$ cat src/rtl/energy_frame_detector_if.sv
// energy_frame_detector_if: squared-magnitude bin stream in, per-bin and per-frame detection results out
// master drives dv_sq_m/xk_sq_m/sof/thresh/min_hits and observes the results; slave is the detector
interface energy_frame_detector_if #(
  parameter int IDX_W = 10,
  parameter int ACC_W = 42
);
  logic             dv_sq_m;
  logic [31:0]      xk_sq_m;
  logic             sof;
  logic [31:0]      thresh;
  logic [IDX_W:0]   min_hits;
  logic             bin_hit;
  logic [IDX_W-1:0] bin_idx;
  logic             dv_hit;
  logic             frame_valid;
  logic [ACC_W-1:0] frame_energy;
  logic [IDX_W:0]   hit_count;
  logic             detect;
  logic             frame_err;
  modport master (
    output dv_sq_m, xk_sq_m, sof, thresh, min_hits,
    input  bin_hit, bin_idx, dv_hit, frame_valid, frame_energy, hit_count, detect, frame_err
  );
  modport slave (
    input  dv_sq_m, xk_sq_m, sof, thresh, min_hits,
    output bin_hit, bin_idx, dv_hit, frame_valid, frame_energy, hit_count, detect, frame_err
  );
endinterface

$ cat src/rtl/energy_frame_detector.sv
// energy_frame_detector: per-bin threshold compare, frame energy/hit accumulation and per-frame detect decision
// clock/reset (async, active-low); s: bin stream in (dv_sq_m, xk_sq_m, sof, thresh, min_hits),
// per-bin out (dv_hit, bin_hit, bin_idx), per-frame out (frame_valid, frame_energy, hit_count, detect, frame_err)
module energy_frame_detector #(
  parameter int FFT_LEN = 1024,
  parameter int IDX_W   = 10,
  parameter int ACC_W   = 42
) (
  input logic clock,
  input logic reset,
  energy_frame_detector_if.slave s
);
  typedef enum logic {IDLE, ACC} state_t;
  state_t state;
  logic [IDX_W-1:0] idx, cur_idx;
  logic [31:0] thresh_l, thr;
  logic [IDX_W:0] min_hits_l, min_cur, hits, hits_n;
  logic [ACC_W-1:0] acc, acc_n;
  logic accept, first, last, hit_c;
  // bin 0 (sof or idx wrap) uses the live thresh/min_hits and restarts the sums instead of adding
  always_comb begin
    accept  = s.dv_sq_m & (s.sof | (state == ACC));
    cur_idx = s.sof ? '0 : idx;
    first   = accept & (cur_idx == '0);
    last    = accept & (cur_idx == IDX_W'(FFT_LEN - 1));
    thr     = first ? s.thresh : thresh_l;
    min_cur = first ? s.min_hits : min_hits_l;
    hit_c   = s.xk_sq_m > thr;
    acc_n   = (first ? '0 : acc) + ACC_W'(s.xk_sq_m);
    hits_n  = (first ? '0 : hits) + (IDX_W+1)'(hit_c);
  end
  always_ff @(posedge clock or negedge reset)
    if (!reset) begin
      state          <= IDLE;
      idx            <= '0;
      thresh_l       <= '0;
      min_hits_l     <= '0;
      acc            <= '0;
      hits           <= '0;
      s.dv_hit       <= 1'b0;
      s.bin_hit      <= 1'b0;
      s.bin_idx      <= '0;
      s.frame_valid  <= 1'b0;
      s.frame_err    <= 1'b0;
      s.frame_energy <= '0;
      s.hit_count    <= '0;
      s.detect       <= 1'b0;
    end else begin
      s.dv_hit      <= accept;
      s.bin_hit     <= accept & hit_c;
      s.frame_valid <= last;
      s.frame_err   <= s.dv_sq_m & s.sof & (state == ACC) & (idx != '0);
      if (accept) begin
        state     <= ACC;
        idx       <= cur_idx + IDX_W'(1);
        s.bin_idx <= cur_idx;
        acc       <= acc_n;
        hits      <= hits_n;
      end
      if (first) begin
        thresh_l   <= s.thresh;
        min_hits_l <= s.min_hits;
      end
      if (last) begin
        s.frame_energy <= acc_n;
        s.hit_count    <= hits_n;
        s.detect       <= hits_n >= min_cur;
      end
    end
endmodule
$ cat src/flat_wrapper.sv
// flat-port wrapper written by rule: the top's interface ports become plain ports
module energy_frame_detector_flat 
#(
  parameter int FFT_LEN = 1024,
  parameter int IDX_W   = 10,
  parameter int ACC_W   = 42
)
  (clock, reset, s_dv_sq_m, s_xk_sq_m, s_sof, s_thresh, s_min_hits, s_bin_hit, s_bin_idx, s_dv_hit, s_frame_valid, s_frame_energy, s_hit_count, s_detect, s_frame_err);
  energy_frame_detector_if #(.IDX_W(IDX_W), .ACC_W(ACC_W)) s_i ();
  input logic clock;
  input logic reset;
  input wire logic [$bits(s_i.dv_sq_m)-1:0] s_dv_sq_m;
  input wire logic [$bits(s_i.xk_sq_m)-1:0] s_xk_sq_m;
  input wire logic [$bits(s_i.sof)-1:0] s_sof;
  input wire logic [$bits(s_i.thresh)-1:0] s_thresh;
  input wire logic [$bits(s_i.min_hits)-1:0] s_min_hits;
  output wire logic [$bits(s_i.bin_hit)-1:0] s_bin_hit;
  output wire logic [$bits(s_i.bin_idx)-1:0] s_bin_idx;
  output wire logic [$bits(s_i.dv_hit)-1:0] s_dv_hit;
  output wire logic [$bits(s_i.frame_valid)-1:0] s_frame_valid;
  output wire logic [$bits(s_i.frame_energy)-1:0] s_frame_energy;
  output wire logic [$bits(s_i.hit_count)-1:0] s_hit_count;
  output wire logic [$bits(s_i.detect)-1:0] s_detect;
  output wire logic [$bits(s_i.frame_err)-1:0] s_frame_err;
  assign s_i.dv_sq_m = s_dv_sq_m;
  assign s_i.xk_sq_m = s_xk_sq_m;
  assign s_i.sof = s_sof;
  assign s_i.thresh = s_thresh;
  assign s_i.min_hits = s_min_hits;
  assign s_bin_hit = s_i.bin_hit;
  assign s_bin_idx = s_i.bin_idx;
  assign s_dv_hit = s_i.dv_hit;
  assign s_frame_valid = s_i.frame_valid;
  assign s_frame_energy = s_i.frame_energy;
  assign s_hit_count = s_i.hit_count;
  assign s_detect = s_i.detect;
  assign s_frame_err = s_i.frame_err;
  energy_frame_detector #(.FFT_LEN(FFT_LEN), .IDX_W(IDX_W), .ACC_W(ACC_W)) u_core (.clock(clock), .reset(reset), .s(s_i));
endmodule
$ cat config.mk
export PLATFORM = sky130hd
export DESIGN_NAME = energy_frame_detector_flat
export DESIGN_NICKNAME = d
export VERILOG_FILES = /design/src/rtl/energy_frame_detector_if.sv /design/src/rtl/energy_frame_detector.sv /design/src/flat_wrapper.sv
export SDC_FILE = /design/constraint.sdc
export NUM_CORES = 1
export LEC_CHECK = 0
export BUFFER_PORTS_ARGS = -buffer_cell sky130_fd_sc_hd__buf_4
export CAP_MARGIN = 20
export CORE_AREA = 3 3 148 150
export DETAILED_ROUTE_END_ITERATION = 8
export DIE_AREA = 0 0 151 153
export PLACE_DENSITY = 0.79
export SLEW_MARGIN = 20
export SYNTH_ARGS = -nofsm -noshare
export SYNTH_HDL_FRONTEND = slang
export SYNTH_SLANG_ARGS = --single-unit
$ cat constraint.sdc
create_clock -name clock -period 8.7 [get_ports clock]
set_clock_uncertainty 0.1 [all_clocks]
set_input_delay 0.435 -clock clock [delete_from_list [all_inputs] [get_ports clock]]
set_output_delay 0.435 -clock clock [all_outputs]
set_load 0.02 [all_outputs]
==> qor.yml <==
drt-met1-wl_um: 11800
crit_buf_inv: 2
maxUsedRoutingLayer: "met4"
required_ns: 8.91
clockBufferDepth: 2
setup_tns_ns: 0
drv_slew: 0
ant_nets: 0
max-slew-margin-rel_pct: 33.7
p_leak_nw: 5.96
multi_input_area_um2: 5480
syn-num-nets: 1295
synth_edf_count: 0
port-buffer-count: 146
ys_seq_area_share_pct: 42.4
drc: 0
grt_overflow: 0
wl_met2_um: 12700
grtUsageTotal_pct: 23.4
cp_max_fo: 30
cp-end-kind: "flop"
final_util_pct: 59.0
ir_drop_v: 0.000175
rows: 53
dp_hpwl_um: 19100
cts_tree: "built"
post_cts_buffers: 0
clk_latency_ns: 0.44
grt_max_degree: 110
internal-power_mw: 2.02
path_common_cell: "o21a_1"
synth_cell_type_count: 70
coreArea_um2: 20800
fin_crit_sh_pct: 77.1
startpoint_type: "flop"
grt_setup_unrepaired: "no"
finalSetupViolCount: 0
cts.sinks: 175
gp_congestion: 0.910
wl_per_cell_um: 17.2
fp.dieW_um: 151
swShare_pct: 38.8
critical_path.top_delay_family: "compound AO/OA/AOI/OAI gates"
netlist_area_um2: 10300
nets: 1415
pwr-share-clk_pct: 25.6
die_area_um2: 23100
worstSetupPathType: "reg -> reg"
hold_class: "in -> async"
p_total_mw: 3.29
die_height_um: 153
synth_cells: 1136
clk_pin_slew_ns: 0.07
cp_slowest_cell: "nor2_4"
ys_warn_count: 0
timing.fmax_ghz: 0.149
ioPinCount: 147
antenna_found_initial: 0
min_period_ns: 6.71
ys.flop_type: "dfrtp_1"
h-tree-depth: 4
grt_pass1_vias: 8448
cts_buffers: 17
area_delta_synth_final_pct: 18.8
ff_latch_area_um2: 4380
synth_area_per_cell_um2: 9.10
fin_cells: 1542
pre_cts_slack_ns: 2.26
timing.final.ws_setup_ns: 1.99
yosys_register_bits: 175
max-cap-violations: 0
switchingPower_mw: 1.28
vias_per_cell: 5.66
via_count: 8728
cts_resized: 0
routed_wl_um: 26500
dp.cells: 1512
drive_gt1_share_pct: 16.5
floorplan.initialDensity_pct: 49.7
pwr-share-comb_pct: 41.7
cp.arrival_ns: 6.92
dr_wl_met3_um: 1420
hold_violations: 0
postCtsHoldBufs: 0
power.density_nw_per_um2: 268
drtPass1Iterations: 5
diodes: 0
worst_slew_pin_slew_ns: 0.995
p_seq_share_pct: 32.7
root_buffer: "clkbuf_16"
critPathMaxStageDelay_ns: 0.68
drt_iter0_drc: 442
grt_pass1_wl_um: 43100
async_flop_share_pct: 100
fillerInstances: 1835
status: "completed"
[kinds of logic after synthesis]
| logic type | count (synthesis) | share of synthesized area [%] |
|---|---|---|
| buffers and inverters | 126 | 4.84 |
| XOR/XNOR | 44 | 3.73 |
| AND/OR/NAND/NOR | 389 | 18.1 |
| adder cells (fa/ha/maj) | 80 | 9.75 |
| AO/OA/AOI/OAI | 282 | 17.3 |
| multiplexers | 40 | 3.90 |
| flip-flops | 175 | 42.4 |
[stage by stage]
step / hold slack, ns / instance area, um^2
2_1_floorplan: 0.0394 / 10300
3_3_place_gp: 0.350 / 11600
3_5_place_dp: 0.362 / 11600
4_1_cts: 0.0867 / 12300
5_1_grt: 0.111 / 12300
6_report: 0.0316 / 12300
[cells in the mapped netlist (26+ instances only)]
library cell	instances	area, um^2
and2_1	40	250
a21oi_1	52	260
nand4_1	26	163
ha_1	79	988
o21ai_0	56	280
inv_1	74	278
clkbuf_1	34	128
mux2i_1	38	380
o21ai_1	49	245
nand3_1	29	145
nand2_1	181	679
nor2_1	36	135
dfrtp_1	175	4380
[registers in the layout (all words and copies together) (netlist names)]
| signal | flops |
|---|---|
| u_core.acc | 42 |
| u_core.s.frame_energy | 42 |
| u_core.thresh_l | 32 |
| u_core.hits | 11 |
| u_core.min_hits_l | 11 |
| u_core.s.hit_count | 11 |
| u_core.idx | 10 |
| u_core.s.bin_idx | 10 |
| u_core.s.bin_hit | 1 |
| u_core.s.detect | 1 |
| u_core.s.dv_hit | 1 |
| u_core.s.frame_err | 1 |
| u_core.s.frame_valid | 1 |
| u_core.state | 1 |
[layout by cell type, fill, tap and decap left out, types with 3 or more instances in the layout]
| cell type | instances |
|---|---|
| nand2_1 | 181 |
| dfrtp_1 | 175 |
| buf_4 | 150 |
| ha_1 | 79 |
| inv_1 | 74 |
| o21ai_0 | 55 |
| a21oi_1 | 52 |
| o21ai_1 | 49 |
| and2_1 | 40 |
| mux2i_1 | 38 |
| nor2_1 | 35 |
| nand3_1 | 29 |
| nand4_1 | 26 |
| xor2_1 | 25 |
| a21o_1 | 25 |
| xnor2_1 | 19 |
| clkbuf_16 | 17 |
| nor3_1 | 15 |
| o21a_1 | 13 |
| nand2b_1 | 12 |
| and3_1 | 10 |
| o211ai_1 | 10 |
| a2bb2oi_1 | 10 |
| o22ai_1 | 10 |
| a31oi_1 | 9 |
| nor4_1 | 8 |
| or4_1 | 8 |
| or2_2 | 7 |
| o31ai_1 | 6 |
| nor2b_1 | 5 |
| a211o_1 | 5 |
| inv_6 | 5 |
| bufinv_16 | 4 |
| a211oi_1 | 3 |
| a31o_2 | 3 |
| o311ai_1 | 3 |
[layer usage]
layer / up-vias / track usage (%)
met5: - / 0
met4: 0 / 6.69
met3: 40 / 4.39
met2: 245 / 37.8
met1: 4209 / 32.1
li1: 4234 / -
[layout make-up]
type                            instances  share of cell area (%)
Sequential cell                       175                    35.7
Clock inverter                         12                    1.59
Clock buffer                           18                    3.58
Timing Repair Buffer                  152                    9.43
Tap cell                              275                    2.80
Inverter                               75                    2.29
Multi-Input combinational cell        835                    44.7
[worst paths after layout]
| check | cells after the start | to | slack [ns] | from |
|---|---|---|---|---|
| setup / recovery | 26 | u_core.s.detect$_DFFE_PN0P_ | 1.99 | u_core.idx[6]$_DFFE_PN0P_ |
| hold / removal | 1 | u_core.s.frame_energy[6]$_DFFE_PN0P_ | 0.03 | reset |
| setup reg to reg | 26 | u_core.s.detect$_DFFE_PN0P_ | 1.99 | u_core.idx[6]$_DFFE_PN0P_ |
| hold reg to reg | 2 | u_core.acc[5]$_DFFE_PN0P_ | 0.37 | u_core.acc[5]$_DFFE_PN0P_ |
| max in group asynchronous | 2 | u_core.acc[34]$_DFFE_PN0P_ | 6.99 | reset |
| min in group clock | 3 | u_core.thresh_l[17]$_DFF_PN0_ | 0.11 | s_thresh[17] |
[power groups by stage]
stage          Combinational, mW  Clock, mW  Sequential [mW]
4_1_cts                     1.36      0.851             1.07
2_1_floorplan               1.02          0             1.06
5_1_grt                     1.54      0.891             1.09
3_3_place_gp                1.31          0             1.08
6_report                    1.37      0.843             1.08
3_5_place_dp                1.35          0             1.09
[worst reg2reg max path, delay by kind of cell, from the launching register on]
family                     cells  cell delay [ns]
xor gates and xnor gates       1             0.29
DFF                            1             0.43
AOI/OAI and AO/OA             13             2.50
adders and majority gates      4             1.08
buffers and inverters          2             0.42
muxes                          1             0.31
and+or+nand+nor                5             1.43
Power figures use the tool's default switching activity.
